--- src/rtl/hub_port_pkg.sv ---
// Shared types and helpers for the hub serial port: FSM encodings, clog2 and
// frame-length arithmetic.
package hub_port_pkg;

    typedef enum logic [2:0] {
        TX_IDLE,
        TX_START,
        TX_DATA,
        TX_PARITY,
        TX_STOP
    } tx_state_t;

    typedef enum logic [2:0] {
        RX_IDLE,
        RX_START_CHK,
        RX_DATA,
        RX_PARITY,
        RX_STOP
    } rx_state_t;

    // Ceiling log2; clog2(1) is 0.
    function automatic int clog2(input int value);
        int r;
        r = 0;
        for (int v = value - 1; v > 0; v = v >> 1) begin
            r++;
        end
        return r;
    endfunction

    function automatic int frame_bits(input int data_w, input int parity_en);
        return 1 + data_w + parity_en + 1;
    endfunction

    localparam int FRAME_BITS = frame_bits(8, 1);

endpackage

--- src/rtl/hub_port_fifo.sv ---
// Synchronous FIFO buffering words for the transmit framer; head word is
// presented combinationally on rdata.
module hub_port_fifo
    import hub_port_pkg::*;
#(
    parameter int WIDTH = 8,
    parameter int DEPTH = 4,
    localparam int AW = clog2(DEPTH),
    localparam int CW = AW + 1
) (
    input  logic             clk,
    input  logic             reset,
    input  logic             push,
    input  logic [WIDTH-1:0] wdata,
    input  logic             pop,
    output logic [WIDTH-1:0] rdata,
    output logic             full,
    output logic             empty,
    output logic [CW-1:0]    count
);

    logic [WIDTH-1:0] mem [DEPTH];
    logic [AW-1:0]    wr_ptr;
    logic [AW-1:0]    rd_ptr;
    logic             do_push;
    logic             do_pop;

    assign full    = (count == CW'(DEPTH));
    assign empty   = (count == '0);
    assign do_push = push && !full;
    assign do_pop  = pop && !empty;
    assign rdata   = mem[rd_ptr];

    // Power-of-two depth lets the pointers wrap by plain overflow.
    always_ff @(posedge clk) begin
        if (reset) begin
            wr_ptr <= '0;
            rd_ptr <= '0;
            count  <= '0;
        end else begin
            if (do_push) begin
                wr_ptr <= wr_ptr + AW'(1);
            end
            if (do_pop) begin
                rd_ptr <= rd_ptr + AW'(1);
            end
            count <= count + CW'(do_push) - CW'(do_pop);
        end
    end

    always_ff @(posedge clk) begin
        if (do_push) begin
            mem[wr_ptr] <= wdata;
        end
    end

endmodule

--- src/rtl/hub_port_gen.sv ---
// Full-duplex asynchronous serial port: FIFO-buffered framer on tx and a
// mid-bit sampling deframer with glitch rejection on rx.
module hub_port_gen
    import hub_port_pkg::*;
#(
    parameter int DATA_W       = 8,
    parameter int CLKS_PER_BIT = 4,
    parameter int FIFO_DEPTH   = 4,
    parameter int PARITY_EN    = 1
) (
    input  logic              clk,
    input  logic              reset,
    input  logic              tr_start,
    input  logic [DATA_W-1:0] din,
    output logic              tr_free,
    output logic              tx_busy,
    output logic              tx,
    input  logic              rx,
    output logic              rec_complete,
    output logic [DATA_W-1:0] dout,
    output logic              parity_err,
    output logic              frame_err
);

    localparam int DIV_W = clog2(CLKS_PER_BIT);
    localparam int BIT_W = clog2(DATA_W + 1);
    localparam int CNT_W = clog2(FIFO_DEPTH) + 1;
    localparam logic [DIV_W-1:0] DIV_LAST = DIV_W'(CLKS_PER_BIT - 1);
    localparam logic [DIV_W-1:0] DIV_HALF = DIV_W'(CLKS_PER_BIT / 2 - 1);
    localparam logic [BIT_W-1:0] BIT_LAST = BIT_W'(DATA_W - 1);

    logic              fifo_pop;
    logic              fifo_full;
    logic              fifo_empty;
    logic [DATA_W-1:0] fifo_head;
    logic [CNT_W-1:0]  fifo_count;

    hub_port_fifo #(
        .WIDTH(DATA_W),
        .DEPTH(FIFO_DEPTH)
    ) u_fifo (
        .clk  (clk),
        .reset(reset),
        .push (tr_start),
        .wdata(din),
        .pop  (fifo_pop),
        .rdata(fifo_head),
        .full (fifo_full),
        .empty(fifo_empty),
        .count(fifo_count)
    );

    assign tr_free = !fifo_full;

    tx_state_t         tx_state;
    tx_state_t         tx_state_next;
    logic [DIV_W-1:0]  tx_div;
    logic [BIT_W-1:0]  tx_bit_cnt;
    logic [DATA_W-1:0] tx_shreg;
    logic              tx_par;
    logic              tx_bit_end;
    logic              tx_line;

    assign tx_bit_end = (tx_div == DIV_LAST);
    assign tx_busy    = (tx_state != TX_IDLE) || (fifo_count != '0);

    always_ff @(posedge clk) begin
        if (reset) begin
            tx_state <= TX_IDLE;
        end else begin
            tx_state <= tx_state_next;
        end
    end

    // Popping at the end of STOP chains queued words with no idle gap.
    always_comb begin
        tx_state_next = tx_state;
        fifo_pop      = 1'b0;
        tx_line       = 1'b1;
        case (tx_state)
            TX_IDLE: begin
                if (!fifo_empty) begin
                    fifo_pop      = 1'b1;
                    tx_state_next = TX_START;
                end
            end
            TX_START: begin
                tx_line = 1'b0;
                if (tx_bit_end) begin
                    tx_state_next = TX_DATA;
                end
            end
            TX_DATA: begin
                tx_line = tx_shreg[0];
                if (tx_bit_end && tx_bit_cnt == BIT_LAST) begin
                    if (PARITY_EN != 0) begin
                        tx_state_next = TX_PARITY;
                    end else begin
                        tx_state_next = TX_STOP;
                    end
                end
            end
            TX_PARITY: begin
                tx_line = tx_par;
                if (tx_bit_end) begin
                    tx_state_next = TX_STOP;
                end
            end
            TX_STOP: begin
                if (tx_bit_end) begin
                    if (!fifo_empty) begin
                        fifo_pop      = 1'b1;
                        tx_state_next = TX_START;
                    end else begin
                        tx_state_next = TX_IDLE;
                    end
                end
            end
            default: tx_state_next = TX_IDLE;
        endcase
    end

    // The line is registered, so it trails the state by one uniform cycle.
    always_ff @(posedge clk) begin
        if (reset) begin
            tx         <= 1'b1;
            tx_div     <= '0;
            tx_bit_cnt <= '0;
            tx_shreg   <= '0;
            tx_par     <= 1'b0;
        end else begin
            tx <= tx_line;
            if (fifo_pop) begin
                tx_shreg   <= fifo_head;
                tx_par     <= ^fifo_head;
                tx_div     <= '0;
                tx_bit_cnt <= '0;
            end else if (tx_state != TX_IDLE) begin
                if (tx_bit_end) begin
                    tx_div <= '0;
                    if (tx_state == TX_DATA) begin
                        tx_shreg   <= tx_shreg >> 1;
                        tx_bit_cnt <= tx_bit_cnt + BIT_W'(1);
                    end
                end else begin
                    tx_div <= tx_div + DIV_W'(1);
                end
            end
        end
    end

    rx_state_t         rx_state;
    rx_state_t         rx_state_next;
    logic              rx_s1;
    logic              rx_s2;
    logic              rx_prev;
    logic [DIV_W-1:0]  rx_div;
    logic [BIT_W-1:0]  rx_bit_cnt;
    logic [DATA_W-1:0] rx_shreg;
    logic [DATA_W-1:0] rx_shift_next;
    logic              rx_par;
    logic              rx_bit_end;
    logic              rx_done;

    assign rx_bit_end = (rx_div == DIV_LAST);

    always_ff @(posedge clk) begin
        if (reset) begin
            rx_state <= RX_IDLE;
        end else begin
            rx_state <= rx_state_next;
        end
    end

    always_comb begin
        rx_state_next = rx_state;
        rx_done       = 1'b0;
        rx_shift_next = rx_shreg >> 1;
        rx_shift_next[DATA_W-1] = rx_s2;
        case (rx_state)
            RX_IDLE: begin
                if (rx_prev && !rx_s2) begin
                    rx_state_next = RX_START_CHK;
                end
            end
            RX_START_CHK: begin
                if (rx_div == DIV_HALF) begin
                    rx_state_next = rx_s2 ? RX_IDLE : RX_DATA;
                end
            end
            RX_DATA: begin
                if (rx_bit_end && rx_bit_cnt == BIT_LAST) begin
                    if (PARITY_EN != 0) begin
                        rx_state_next = RX_PARITY;
                    end else begin
                        rx_state_next = RX_STOP;
                    end
                end
            end
            RX_PARITY: begin
                if (rx_bit_end) begin
                    rx_state_next = RX_STOP;
                end
            end
            RX_STOP: begin
                if (rx_bit_end) begin
                    rx_done       = 1'b1;
                    rx_state_next = RX_IDLE;
                end
            end
            default: rx_state_next = RX_IDLE;
        endcase
    end

    // After the half-bit start check, the divider restarts so each later
    // sample lands a whole bit period after the previous midpoint.
    always_ff @(posedge clk) begin
        if (reset) begin
            rx_s1        <= 1'b1;
            rx_s2        <= 1'b1;
            rx_prev      <= 1'b1;
            rx_div       <= '0;
            rx_bit_cnt   <= '0;
            rx_shreg     <= '0;
            rx_par       <= 1'b0;
            rec_complete <= 1'b0;
            dout         <= '0;
            parity_err   <= 1'b0;
            frame_err    <= 1'b0;
        end else begin
            rx_s1        <= rx;
            rx_s2        <= rx_s1;
            rx_prev      <= rx_s2;
            rec_complete <= rx_done;
            parity_err   <= 1'b0;
            frame_err    <= 1'b0;
            case (rx_state)
                RX_IDLE: begin
                    rx_div     <= '0;
                    rx_bit_cnt <= '0;
                end
                RX_START_CHK: begin
                    if (rx_div == DIV_HALF) begin
                        rx_div <= '0;
                    end else begin
                        rx_div <= rx_div + DIV_W'(1);
                    end
                end
                default: begin
                    if (rx_bit_end) begin
                        rx_div <= '0;
                        if (rx_state == RX_DATA) begin
                            rx_shreg   <= rx_shift_next;
                            rx_bit_cnt <= rx_bit_cnt + BIT_W'(1);
                        end
                        if (rx_state == RX_PARITY) begin
                            rx_par <= rx_s2;
                        end
                    end else begin
                        rx_div <= rx_div + DIV_W'(1);
                    end
                end
            endcase
            if (rx_done) begin
                dout       <= rx_shreg;
                parity_err <= (PARITY_EN != 0) && (rx_par != ^rx_shreg);
                frame_err  <= !rx_s2;
            end
        end
    end

endmodule

--- config.mk ---
export PLATFORM = sky130hd
export DESIGN_NAME = hub_port_gen
export DESIGN_NICKNAME = d
export VERILOG_FILES = /design/src/rtl/hub_port_pkg.sv /design/src/rtl/hub_port_fifo.sv /design/src/rtl/hub_port_gen.sv
export SDC_FILE = /design/constraint.sdc
export NUM_CORES = 1
export LEC_CHECK = 0
export CAP_MARGIN = 20
export CORE_MARGIN = 4
export CORE_UTILIZATION = 56
export CTS_CLUSTER_DIAMETER = 120
export DETAILED_ROUTE_END_ITERATION = 8
export PLACE_DENSITY_LB_ADDON = 0.12
export SLEW_MARGIN = 0
export SYNTH_ARGS = -nofsm -noshare
export SYNTH_HDL_FRONTEND = slang
export SYNTH_SLANG_ARGS = --single-unit
--- constraint.sdc ---
create_clock -name clk -period 4.4 [get_ports clk]
set_input_delay 1.1 -clock clk [delete_from_list [all_inputs] [get_ports clk]]
set_output_delay 1.1 -clock clk [all_outputs]
set_load 0.03 [all_outputs]
### Word level (Yosys, flattened, before mapping)

Memories as Yosys holds them, arrays and structs flattened. A register that Yosys moved wholly into a read port is not among the register bits.
Index checks and enable logic that the tools add are counted.

* add/sub/neg operators: 8
* multipliers: 0
* divide/modulo/power cells: 0
* magnitude comparators: 0
* eq/ne operators: 25
* shift operators: 0
* multiplexer cells: 35
* bitwise logic cells: 3
* reduce and logical (&&, ||, !) cells: 31

Operators with widths (number)
* $mux 8: 4
* $mux 3: 10
* $pmux 3 s5: 2
* $ne 2x2->1 const B: 10
* $reduce_xor 8->1: 2
* $reduce_and 3->1: 5
* $eq 3x2->1 const B: 4
* $mux 2: 6
* $reduce_and 5->1: 2
* $reduce_bool 2->1: 5
* $eq 3x3->1 const B: 3
* $logic_not 3->1: 3
* $add 2x1->2 const B: 4
* $add 4x1->4 const B: 2
* $eq 4x3->1 const B: 2
* $mux 4: 2
* $pmux 4 s2: 1
* $mux 1: 7
* $eq 3x1->1 const B: 2
* $reduce_bool 3->1: 2
* $reduce_or 2->1: 3
* $logic_and 1x1->1: 5
* $eq 2x2->1 const B: 2
* $pmux 2 s2: 1
* 9 further kinds: 13

* register bits: 58
* bits in latches: 0
* memory bits (writable): 32
* bits in read-only memories: 0
* memories kept: 1

Memory list
* u_fifo.mem: words 4, width 8, read ports 1, clocked after memory_dff 1, write ports 1, RTL line hub_port_fifo.sv:22 `logic [WIDTH-1:0] mem [DEPTH];`

### Longest topological paths before layout

Gate-level depths: netlist of the first run.

* depth after elaboration: 7
* mapped depth: 14
* gate-level depth less buffers: 12

### Modules after synthesis

A second synthesis of the first run with hierarchy kept.

* cell total of the unflattened synthesis: 355
* area total of the unflattened synthesis: 3973.8 um^2

By module, submodules not included
* hub_port_gen: instances 1, cells each 262, area each 2339.7 um^2, sequential area each 1021.0 um^2
* hub_port_fifo: instances 1, cells each 93, area each 1634.1 um^2, sequential area each 1141.1 um^2

### Worst setup path before layout of the first run

OpenSTA, ideal clock, no wires.

* path type: register to register
* from: reg tx_div[0]
* to: reg u_fifo.count[2]
* setup time: 0.128 ns
* arrival: 2.544 ns
* data required time: 4.272 ns
* slack: 1.728 ns
* stages on the path, launching flop included: 15
* path buffers: 2
* cell sequence: dfxtp_1 > ha_1 > nor2b_1 > or4_1 > buf_2 > clkinv_1 > buf_4 > ha_1 > inv_1 > ha_1 > inv_1 > fa_1 > xor2_1 > xnor2_1 > nor2_1

* longest elaborated chain between the ends: 5

RTL lines
* start: declaration: RTL line hub_port_gen.sv:57 `logic [DIV_W-1:0] tx_div;`
* start signal: assignment: RTL line hub_port_gen.sv:146 `tx_div <= tx_div + DIV_W'(1);`
* $eq 2x2->1: RTL line hub_port_gen.sv:64 `assign tx_bit_end = (tx_div == DIV_LAST);`
* $mux 1: RTL line hub_port_gen.sv:110 `if (tx_bit_end) begin`
* $pmux 1 s2: RTL line hub_port_gen.sv:80 `case (tx_state)`
* $logic_and 1x1->1: RTL line hub_port_fifo.sv:31 `assign do_pop = pop && !empty;`
* named net u_fifo.do_pop: RTL line hub_port_fifo.sv:26 `logic do_pop;`
* $sub 3x1->3: RTL line hub_port_fifo.sv:47 `count <= count + CW'(do_push) - CW'(do_pop);`
* end signal: assignment: RTL line hub_port_fifo.sv:47
* end: declaration: RTL line hub_port_fifo.sv:19 `output logic [CW-1:0] count`

The timed path passes the listed nets, and every way through them passes these cells.
A chain may end at the register's enable or synchronous reset.

### Worst setup path in the final report of the first run

* from: reg u_fifo.count[1]
* to: reg u_fifo.count[2]

* longest elaborated chain between the ends: 6
* elaborated cells between the ends (all ways): 11
* classes of those cells: 2 x add/sub; 1 x eq/ne; 3 x mux; 5 x reduce/logical

RTL lines (RTL line)
* parallel branches: the longest is 5 deep, another holds $add 3x1->3
* $sub 3x1->3 *: hub_port_fifo.sv:47

Mark *: on every way between the ends.

==> results of run 1 <==
## placed cells by master (no fill, tap or decap), types with 3 or more instances in the layout
cell type and instances:
a211oi_1 7, a21oi_1 25, a31oi_1 3, and3_1 6, clkbuf_8 9, clkdlybuf4s50_1 24, dfxtp_1 60, edfxtp_1 32
ha_1 12, inv_1 11, inv_6 4, mux2i_1 11, mux4_2 9, nand2_1 43, nand3_1 3, nand4_1 3
nand4b_1 3, nor2_1 30, nor3_1 18, or2_2 3, xnor2_1 18, xor2_1 8
## worst reg2reg max path, cell delays in order (launching register included)
cell and delay (ns):
dfxtp_1 0.37, nor3_1 0.45, or4_1 0.50, clkinv_1 0.45, ha_1 0.41, inv_1 0.06
ha_1 0.13, inv_1 0.05, fa_1 0.37, xor2_1 0.17, xnor2_1 0.14, nor2_1 0.05
## layer usage
metal	vias to the layer above	GRT usage [%]
li1	1217	-
met1	1137	22.2
met2	32	25.9
met3	8	5.42
met4	0	4.59
met5	-	0
## cell families after synthesis
| group | Yosys count | synth area share, % |
|---|---|---|
| and+or+nand+nor | 117 | 14.2 |
| xor gates and xnor gates | 26 | 5.98 |
| DFF | 92 | 56.8 |
| AOI/OAI and AO/OA | 41 | 6.31 |
| muxes | 20 | 8.22 |
| buffers and inverters | 35 | 3.95 |
| adders and majority gates | 13 | 4.47 |
## report_power, final
part,switching [mW],internal [mW],leakage (nW)
sequential,0.0891,0.993,0.782
clock,0.318,0.220,0.0988
combinational,0.306,0.289,0.581
total,0.714,1.50,1.46
## per-stage QoR
stage / utilization [%] / instances
floorplan: - / 344
global placement: 62.6 / 423
detailed placement: 62.6 / 423
CTS: 65.5 / 439
global route: 65.5 / 439
finish: 65.5 / 439
## worst max path at each step
| stage | slack, ns | depth (start not counted) | endpoint | from |
|---|---|---|---|---|
| after floorplan | 1.73 | 14 | u_fifo.count[2]$_SDFF_PP0_ | tx_div[0]$_SDFFE_PP0P_ |
| after global placement | 1.25 | 11 | u_fifo.count[2]$_SDFF_PP0_ | u_fifo.count[1]$_SDFF_PP0_ |
| after detailed placement | 1.10 | 11 | u_fifo.count[2]$_SDFF_PP0_ | u_fifo.count[1]$_SDFF_PP0_ |
| after CTS | 1.07 | 11 | u_fifo.count[2]$_SDFF_PP0_ | u_fifo.count[1]$_SDFF_PP0_ |
| after global routing | 0.78 | 11 | u_fifo.count[2]$_SDFF_PP0_ | u_fifo.count[1]$_SDFF_PP0_ |
| final | 1.11 | 11 | u_fifo.count[2]$_SDFF_PP0_ | u_fifo.count[1]$_SDFF_PP0_ |
## registers in the layout (all words and copies together) (netlist names), named ones only
name / count
dout: 8
frame_err: 1
parity_err: 1
rec_complete: 1
rx_bit_cnt: 4
rx_div: 2
rx_par: 1
rx_prev: 1
rx_s1: 1
rx_s2: 1
rx_shreg: 8
rx_state: 3
tx: 1
tx_bit_cnt: 4
tx_div: 2
tx_par: 1
tx_shreg: 8
tx_state: 3
u_fifo.count: 3
u_fifo.mem: 32
u_fifo.rd_ptr: 2
u_fifo.wr_ptr: 2
## area by class of cell
class / count / area (um^2) / share of cell area (%)
tap: 77 / 96.3 / 2.28
multi-input combinational: 217 / 1490 / 35.3
sequential: 92 / 2160 / 51.1
clock buffer: 9 / 124 / 2.93
timing repair buffer: 25 / 245 / 5.80
clock inverter: 7 / 62.6 / 1.48
inverter: 12 / 45.0 / 1.07
==> metrics, run 1 <==
Hold Path End rx_s2$_SDFF_PP1_; wire length on met2 roughly 2900 um; static leakage between 1 and 1.5 nW; Synthesis Warnings 0; post-synthesis sequential area ratio a little under three fifths; routed vias ~2400; gr usage total 16.6%; Max Slew Vio Count 0; Final setup viols 0; reg2reg path depth 11; Diodes inserted 0; clock skew 0.00774 ns; part of the cycle the worst path needs between 70 and 80%; Critical Path Sink Type flip-flop; # IOs 26; reg2reg end u_fifo.count[2]$_SDFF_PP0_; Syn Area/Cell ~11 um^2; Crit Path Class flip-flop to flip-flop; max cap viols 0; Reg clk slew, reported paths 0.09 ns; RSZ-0062 raised after global routing no; cell taking the most area after synthesis dfxtp_1; drt wl/cell 14.4 um; Max Root-Sink Buffers 2; Syn Std Cell Area 3800 um^2; TritonCTS clock tree yes; Routed Antenna Nets 0; Max transition margin between 20 and 30%; post-cts sizing count 0; GRT overflow 0; share of layout cells above drive strength 1 8.56%; Yosys cell types 38; Post-Route WL roughly 6300 um; Post-CTS Repair Setup Buffers 0; main area contributors after synthesis dfxtp_1 (32%), edfxtp_1 (25%), mux4_2 (5.3%); residual DRC count 0; initial antenna violation count 0; final hold violations 0; DR vias/cell between 5 and 6; worst slew pin tran 1.06 ns; most instantiated cells after synthesis dfxtp_1 (60), nand2_1 (43), edfxtp_1 (32); Worst Path Required 4.61 ns; CTS buffer count 9; async set-or-reset flop fraction in the synthesized netlist 0%; TNS Setup 0 ns; die height 90.4 um; vias in the first global route 2319; Final min period 3.29 ns; CP cell instances nor3_1 > or4_1 > clkinv_1 > ha_1 > inv_1 > ha_1 > inv_1 > fa_1 > xor2_1 > xnor2_1 > nor2_1; syn nets 369; outcome complete, no violations; Placed Area 4040 um^2; row count 29; gpl congestion about 0.74; router iterations before antenna repair 4; die area 8180 um^2; count leader, synth dfxtp_1; Pwr per Cell Area 524 nW/um^2; Clk Tree Root Cell clkbuf_8; fin worst setup slack 1.11 ns; Critical R2R Launch u_fifo.count[1]$_SDFF_PP0_; CP peak stage delay 0.50 ns; M1 wire length 3100 um; Die Width 90.4 um; cts hold-fix bufs 0; HP Start rx_s1$_SDFF_PP1_; Max rail drop VDD 0.306 mV; HP Class flip-flop to flip-flop; DRT iter0 DRCs 80; Max Freq 0.304 GHz; worst-skew pair later-pin latency between 0.3 and 0.4 ns; Critical Path Fanout Max 16; nets around 380; Worst Path Buf+Inv 3; Top Layer Used met4; IO buf count 25; Design Area, Final 4230 um^2; Layout fillers 540; Synth Register Bits 92; core area 6460 um^2; met3 wire length 258 um; synthesized netlist cell count 344; H-tree depth 3; Fin Hold WS between 0.4 and 0.5 ns; Post-synth EDFFs 32; Initial Utilization 58.9%; Sink Count 92; r2r setup slk between 1 and 1.5 ns; largest net degree at the start of global routing 60; Setup WS pre-CTS 1.10 ns; crit path DAT 3.51 ns; placed wire-length estimate 4240 um; Pwr Total 2.22 mW; most used flip-flop cell after synthesis dfxtp_1; first-pass GRT wire length 10900 um; CP delay by family, top simple AND/OR/NAND/NOR gates; Worst Hold Path Cells 1; Synth top area share 31.6%; Layout area overhead 11.1%; CP Launch Type flip-flop; slowest cell on the critical path or4_1
No activity file was read; power rests on OpenSTA's default activity.
==> run 2: changes to the inputs <==
==> constraint.sdc (replaced) <==
create_clock -name clk -period 3.3 [get_ports clk]
set_input_delay 0.825 -clock clk [delete_from_list [all_inputs] [get_ports clk]]
set_output_delay 0.825 -clock clk [all_outputs]
set_load 0.03 [all_outputs]
==> metrics, run 2 (synthesized netlist as in run 1, its figures left out) <==
outcome complete, no violations (unchanged); reg2reg end u_fifo.count[2]$_SDFF_PP0_ (unchanged); Worst Path Required 2.47 ns (was 4.61 ns); CP Launch Type flip-flop (unchanged); Final min period 2.73 ns; Max rail drop VDD 0.416 mV (was 0.306 mV); Layout area overhead 11.2% (was 11.1%); static leakage 1.45 nW (was 1.46 nW); DRT iter0 DRCs 60 (was 80); Post-CTS Repair Setup Buffers 0 (unchanged); HP Start rx_s1$_SDFF_PP1_ (unchanged); die area 8180 um^2 (unchanged); RSZ-0062 raised after global routing no (unchanged); part of the cycle the worst path needs 82.7%; placed wire-length estimate 4090 um (was 4240 um); gpl congestion 0.794 (was 0.740); nets 385 (was 382); Max Slew Vio Count 0 (unchanged); max cap viols 0 (unchanged); r2r setup slk 0.76 ns (was 1.11 ns); reg2reg path depth 12 (was 11); drt wl/cell 13.6 um (was 14.4 um); max reg flops 32 (unchanged); core area 6460 um^2 (unchanged); residual DRC count 0 (unchanged); Sw Share 31.1% (was 32.2%); Initial Utilization 58.9% (unchanged); combinational fraction of design power 28.1% (was 26.9%); vias in the first global route 2243 (was 2319); die height 90.4 um (unchanged); Clk Tree Root Cell clkbuf_8 (unchanged); worst-skew pair later-pin latency 0.36 ns (about the same); CTS buffer count 9 (unchanged); Psw 0.901 mW (was 0.714 mW); commonest non-fill, non-tap cell in the layout dfxtp_1 (unchanged); Sink Count 92 (unchanged); Layout fillers 539 (was 540); first-pass GRT wire length 10800 um (was 10900 um); fin worst setup slack 0.572 ns (was 1.11 ns); Pint 2.00 mW (was 1.50 mW); row count 29 (unchanged); initial antenna violation count 0 (unchanged); # IOs 26 (unchanged); largest net degree at the start of global routing 38 (was 60); worst slew pin tran 0.536 ns (was 1.06 ns); clock power share 22.4% (was 24.3%); Reg clk slew, reported paths 0.09 ns (about the same); Critical R2R Launch tx_div[0]$_SDFFE_PP0P_ (was u_fifo.count[1]$_SDFF_PP0_); cts hold-fix bufs 0 (unchanged); Post-Route WL 6030 um (was 6310 um); final hold violations 0 (unchanged); Pwr per Cell Area 685 nW/um^2 (was 524 nW/um^2); Fin Hold WS 0.415 ns (was 0.433 ns); Max Root-Sink Buffers 2 (unchanged); utilization after layout 65.5% (about the same); Setup WS pre-CTS 0.684 ns (was 1.10 ns); Max transition margin 64.2% (was 29.1%); share of layout cells above drive strength 1 8.77% (was 8.56%); GRT overflow 0 (unchanged); H-tree depth 3 (unchanged); TritonCTS clock tree yes (unchanged); Critical Path Fanout Max 11 (was 16); Final setup viols 0 (unchanged); post-cts sizing count 0 (unchanged); routed vias 2372 (was 2394); most frequent cells in the layout dfxtp_1 (60), nand2_1 (43), edfxtp_1 (32) (unchanged); HP Class flip-flop to flip-flop (unchanged); Top reg by flops u_fifo.mem (unchanged); DR vias/cell 5.37 (was 5.45); Max Freq 0.367 GHz; Critical Path Sink Type output port (was flip-flop); crit path DAT 1.90 ns (was 3.51 ns); Diodes inserted 0 (unchanged); Die Width 90.4 um (unchanged); Crit Path Class flip-flop to output port (was flip-flop to flip-flop); gr usage total 16.4% (was 16.6%); sequential share of power 49.5% (was 48.8%); Worst Hold Path Cells 1 (unchanged); router iterations before antenna repair 4 (unchanged); IO buf count 25 (unchanged); TNS Setup 0 ns (unchanged); Routed Antenna Nets 0 (unchanged); clock skew 0.0114 ns (was 0.00774 ns); Hold Path End rx_s2$_SDFF_PP1_ (unchanged)
[run 2: cell count changes in the layout (fill, tap and decap cells not counted), sizes merged]
cell / delta
clkbuf: +1
buf: +3
inv: -5
clkinvlp: +4
[run 2: final cells by class]
cell class | count | area (um^2) | area share (%)
Timing Repair Buffer | 28 | 268 | 6.33
Sequential cell | 92 | 2160 | 51.1
Inverter | 12 | 45.0 | 1.06
Clock buffer | 10 | 128 | 3.02
Tap cell | 77 | 96.3 | 2.28
Multi-Input combinational cell | 217 | 1490 | 35.3
Clock inverter | 6 | 40.0 | 0.946
[run 2: stage by stage]
stage / instances / power, mW / instance area (um^2)
floorplan: 344 / 2.12 / 3800
global placement: 426 / 2.27 / 4060
detailed placement: 426 / 2.28 / 4060
CTS: 442 / 2.94 / 4230
global route: 442 / 3.10 / 4230
finish: 442 / 2.90 / 4230
[run 2: worst max path at each step]
stage                                   startpoint  depth (start not counted)                    endpoint  slack [ns]
after floorplan             tx_div[0]$_SDFFE_PP0P_                         14  u_fifo.count[2]$_SDFF_PP0_        0.63
after global placement                    tr_start                          8  u_fifo.count[2]$_SDFF_PP0_        0.72
after detailed placement                  tr_start                          8  u_fifo.count[2]$_SDFF_PP0_        0.68
after CTS                 tx_state[1]$_SDFFE_PP0P_                          3                     tx_busy        0.55
after global routing      tx_state[1]$_SDFFE_PP0P_                          3                     tx_busy        0.42
final                     tx_state[1]$_SDFFE_PP0P_                          3                     tx_busy        0.57
[run 2: critical path, cell delays in order, from the launching register on]
cell,delay [ns]
dfxtp_1,0.41
nor3_1,0.43
nand2_1,0.10
clkdlybuf4s50_1,0.61
[run 2: power by group through the flow]
stage	combinational (mW)	clock, mW	sequential (mW)
global route	0.916	0.717	1.47
finish	0.814	0.650	1.43
detailed placement	0.819	0	1.46
floorplan	0.714	0	1.40
CTS	0.828	0.673	1.44
global placement	0.807	0	1.46
[run 2: layer usage]
metal | GRT usage, % | wire length [um]
met5 | 0 | 0
met4 | 8.80 | 143
met3 | 3.25 | 226
met2 | 24.2 | 2760
met1 | 22.7 | 2900
==> patch 1: new RTL, config.mk and constraints of run 2 <==
The parameter `PARITY_EN` goes from 1 to 0.
--- a/src/rtl/hub_port_gen.sv
+++ b/src/rtl/hub_port_gen.sv
@@ -6,7 +6,7 @@
     parameter int DATA_W       = 8,
     parameter int CLKS_PER_BIT = 4,
     parameter int FIFO_DEPTH   = 4,
-    parameter int PARITY_EN    = 1
+    parameter int PARITY_EN    = 0
 ) (
     input  logic              clk,
     input  logic              reset,
Formal check against the unedited RTL: no difference found for any inputs over 10 cycles, from zero or initial values and one cycle with reset high; that may be too few to reach the edited logic, so the function may still have changed.
==> patch 1 against run 2 <==
First-iteration DRC count up 42%; core utilization barely moved; wire length up 5.0%; design area is 0.53% lower; cell count decreased by 2.0%; power increased by 6.6%; area after synthesis decreased by 1.3%; clock skew up 1.4 ps; setup slack improved by 27 ps; die area down 1.2%; sequential cell count decreased by 2; via count about the same.
==> patch 1: results (changes against run 2) <==
STA
  – Min Hold Slack: 413 ps (-2.03 ps)
  – Clock Skew: 12.8 ps (+1.41 ps)
  – Worst Max-Slew Pin Slew: 999 ps (+462 ps)

Setup path
  – Worst path slowest cell: clkdlybuf4s50_1
  – Reg2reg path depth: 10 (-2)
  – Reg2reg end: u_fifo.count[2]$_SDFF_PP0_
  – Crit Path Max Fanout: 7 (-4)
  – Critical Path Start: tx_state[1]$_SDFFE_PP0P_
  – FF-to-FF setup slack: 1020 ps (+260 ps)

CTS
  – Clk_lat worst skew: 360 ps (about the same)
  – Reg clk slew, reported paths: 90 ps (about the same)
  – Worst-case clock buffer depth: 2 (unchanged)

GRT
  – Met1 Use GR: 0.207 (-0.0192)
  – Met2 GRT Util: 0.270 (+0.0280)
  – Global-route met3 utilization: 0.0434 (+0.0109)
  – Global-route usage over all layers: 0.164 (about the same)
  – First-pass GRT wire length: 10.8 mm (-0.19%)
  – Largest net degree at the start of global routing: 57 (+50%)

Yosys
  – Synth unique cells: 47 (+24%)
  – Compound-Gate Fraction of Synth Area: 0.0640 (+0.000863)
  – Xor and xnor area share after synthesis: 0.0350 (-0.0248)
  – Sequential-to-total area share from yosys stat: 0.565 (-0.00290)
  – Post-Synth Adder-Cell Area: 0.0480 (+0.00328)
  – Syn_nets: 362 (-1.9%)
  – Syn. warnings: 0 (unchanged)
  – Synth top cells by count: dfxtp_1, nand2_1, edfxtp_1, nor2_1, a21oi_1
  – Ys async rst share: 0 (unchanged)
  – Largest cells by area after synthesis: dfxtp_1, edfxtp_1, mux4_2
  – Multiplexer share of the synthesized area: 0.101 (+0.0188)

Placement
  – Post-DP HPWL: 4.11 mm (+0.63%)
  – GP Congestion: 0.780 (-1.7%)
  – IO Port Bufs: 24 (-4.0%)

Drt
  – DR iter-0 viols: 85 (+42%)
  – Final WL: 6.33 mm (+5.0%)
  – Routed vias: 2374 (+0.084%)

Pwr
  – Peak VDD IR: 0.388 mV (-6.8%)
  – Leakage: 1.51 nW (+4.5%)

Outcome
  – Status: finished, final reports clean

Cells and area
  – Max reg flops: 32 (unchanged)
  – Nets: 376 (-2.3%)
  – Layout cells sized above 1: 0.0927 (+0.00503)
  – Fillers: 516 (-4.3%)
## patch 1: cell types whose count changed after synthesis, moves of 4 or more
cell,before,now
xnor2_1,18,12
mux2_1,0,6
or2_1,0,4
nor3_1,18,13
nand2_1,43,39
a21oi_1,25,21
xor2_1,8,3
a211oi_1,7,0
## patch 1: kinds of logic (layout without fill, tap and decap cells)
| group | after synthesis | after routing |
|---|---|---|
| xor gates and xnor gates | 15 | 15 |
| adders and majority gates | 14 | 14 |
| other | 1 | 1 |
| AOI/OAI and AO/OA | 38 | 38 |
| DFF | 90 | 90 |
| and+or+nand+nor | 118 | 118 |
| buffers and inverters | 34 | 53 |
| muxes | 27 | 27 |
## patch 1: per-stage QoR
stage / util / instance area, sq um / setup slack (ps) / instances / power [mW]
final: 0.655 / 4210 / 599 / 433 / 3.09
after global routing: 0.655 / 4210 / 469 / 433 / 3.28
after CTS: 0.655 / 4210 / 583 / 433 / 3.13
after detailed placement: 0.622 / 4000 / 691 / 417 / 2.33
after global placement: 0.622 / 4000 / 745 / 417 / 2.31
after floorplan: - / 3750 / 822 / 337 / 2.16
## patch 1: report_power, final
part,internal [mW],switching [mW],total [mW]
clock,0.395,0.391,0.786
sequential,1.29,0.110,1.40
combinational,0.452,0.451,0.903
total,2.14,0.952,3.09
## patch 1: metal layers
layer / vias to the layer above / share of wire
li1: 1190 / -
met1: 1138 / 0.48
met2: 37 / 0.47
met3: 9 / 0.033
met4: 0 / 0.012
met5: - / 0
## patch 1: area by class of cell
type,instances,area share
sequential,90,0.504
multi-input combinational,213,0.354
timing repair buffer,25,0.0577
clock buffer,9,0.0294
tap,77,0.0229
clock inverter,7,0.0208
inverter,12,0.0107
## patch 1: critical path: cells and delay by family (launching register included)
kind	cells	cell delay [ps]
and+or+nand+nor	2	520
buffers and inverters	1	610
DFF	1	400
==> patch 2: new RTL, flow settings as in run 2 <==
Made on the original files. The 5 states of `tx_state_t` get a one-hot encoding in 5 bits.
--- a/src/rtl/hub_port_pkg.sv
+++ b/src/rtl/hub_port_pkg.sv
@@ -2,12 +2,12 @@
 // frame-length arithmetic.
 package hub_port_pkg;
 
-    typedef enum logic [2:0] {
-        TX_IDLE,
-        TX_START,
-        TX_DATA,
-        TX_PARITY,
-        TX_STOP
+    typedef enum logic [4:0] {
+        TX_IDLE   = 5'b00001,
+        TX_START  = 5'b00010,
+        TX_DATA   = 5'b00100,
+        TX_PARITY = 5'b01000,
+        TX_STOP   = 5'b10000
     } tx_state_t;
 
     typedef enum logic [2:0] {
Behaviour: no difference found for any inputs over 10 cycles, from zero or initial values and one cycle with reset high; not proved beyond that.
==> patch 2 against run 2 <==
Combinational power increased by 15%; sequential power increased by 3%; critical path depth unchanged; power increased by 10%; sequential share of layout area decreased by 1.6 points; setup slack got worse by 190 ps; wire length increased by 9.3%; via count increased by 8.1%; register-to-register slack improved by 190 ps; area after synthesis increased by 4.0%; sequential cell count increased by 2; design area increased by 5.1%; largest cell class unchanged.
==> patch 2: results (changes against run 2) <==
Outcome
  – Status: finished, final reports clean

Setup path
  – Reg2reg end: u_fifo.count[2]$_SDFF_PP0_
  – Critical Path Start: u_fifo.count[1]$_SDFF_PP0_
  – Worst path top cell family by delay: simple AND/OR/NAND/NOR gates
  – Crit Path Max Fanout: 4 (-7)
  – Reg2reg path depth: 10 (-2)
  – Arr. time, crit path: 2090 ps (+190 ps)
  – Crit-path max cell delay: 650 ps (+40 ps)
  – R2r startpoint: tx_state[2]$_SDFFE_PP0P_

Yosys
  – Multiplexer share of the synthesized area: 0.0506 (-0.0316)
  – Syn_nets: 397 (+7.6%)
  – Compound-Gate Fraction of Synth Area: 0.102 (+0.0393)
  – Synth top cells by count: dfxtp_1, nand2_1, nor2_1
  – Post-Synth Adder-Cell Area: 0.0430 (-0.00171)
  – Synth unique cells: 46 (+21%)
  – Xor and xnor area share after synthesis: 0.0576 (-0.00229)
  – Sequential-to-total area share from yosys stat: 0.557 (-0.0116)
  – Largest cells by area after synthesis: dfxtp_1, edfxtp_1, nand2_1

Drt
  – DR iter-0 viols: 124 (+110%)
  – Final WL: 6.59 mm (+9.3%)
  – Routed vias: 2563 (+8.1%)

Cells and area
  – Layout cells sized above 1: 0.0914 (+0.00370)
  – Fillers: 550 (+2.0%)

Pwr
  – Peak VDD IR: 0.425 mV (+2.2%)

GRT
  – Vias in the first global route: 2406 (+7.3%)
  – First-pass GRT wire length: 11.4 mm (+5.6%)
  – Global-route usage over all layers: 0.170 (+0.00683)

Placement
  – GP Congestion: 0.822 (+3.5%)

STA
  – Worst Max-Slew Pin Slew: 611 ps (+75.1 ps)
  – Clock Skew: 11.4 ps (+0.0735 ps)

CTS
  – Clk_lat worst skew: 360 ps (about the same)
patch 2: routing by layer:
metal | wire, microns | global-route usage | vias up
met5 | 0 | 0 | -
met4 | 76 | 0.0619 | 0
met3 | 216 | 0.0492 | 8
met2 | 2950 | 0.248 | 28
met1 | 3340 | 0.242 | 1202
li1 | - | - | 1325
patch 2: metrics by stage:
step                hold slack, ps  cell area, sq um  power, mW  instances  worst slack, ps
finish                         421              4450       3.20        490              385
detailed placement             396              4240       2.44        474              661
global route                   450              4450       3.41        490              266
CTS                            420              4450       3.24        490              350
global placement               399              4240       2.42        474              708
floorplan                      389              3960       2.25        372              727
patch 2: report_power, final:
group	internal [mW]	leakage (nW)	switching, mW
logic	0.433	0.672	0.502
clock network	0.366	0.103	0.422
registers	1.35	0.797	0.121
patch 2: layout make-up:
cell class | count | area share
clock buffers | 9 | 0.0278
clock inverters | 7 | 0.0188
inverters | 13 | 0.0110
multi-input cells | 244 | 0.362
flip-flops and latches | 94 | 0.495
well taps | 96 | 0.0270
repair buffers | 27 | 0.0585
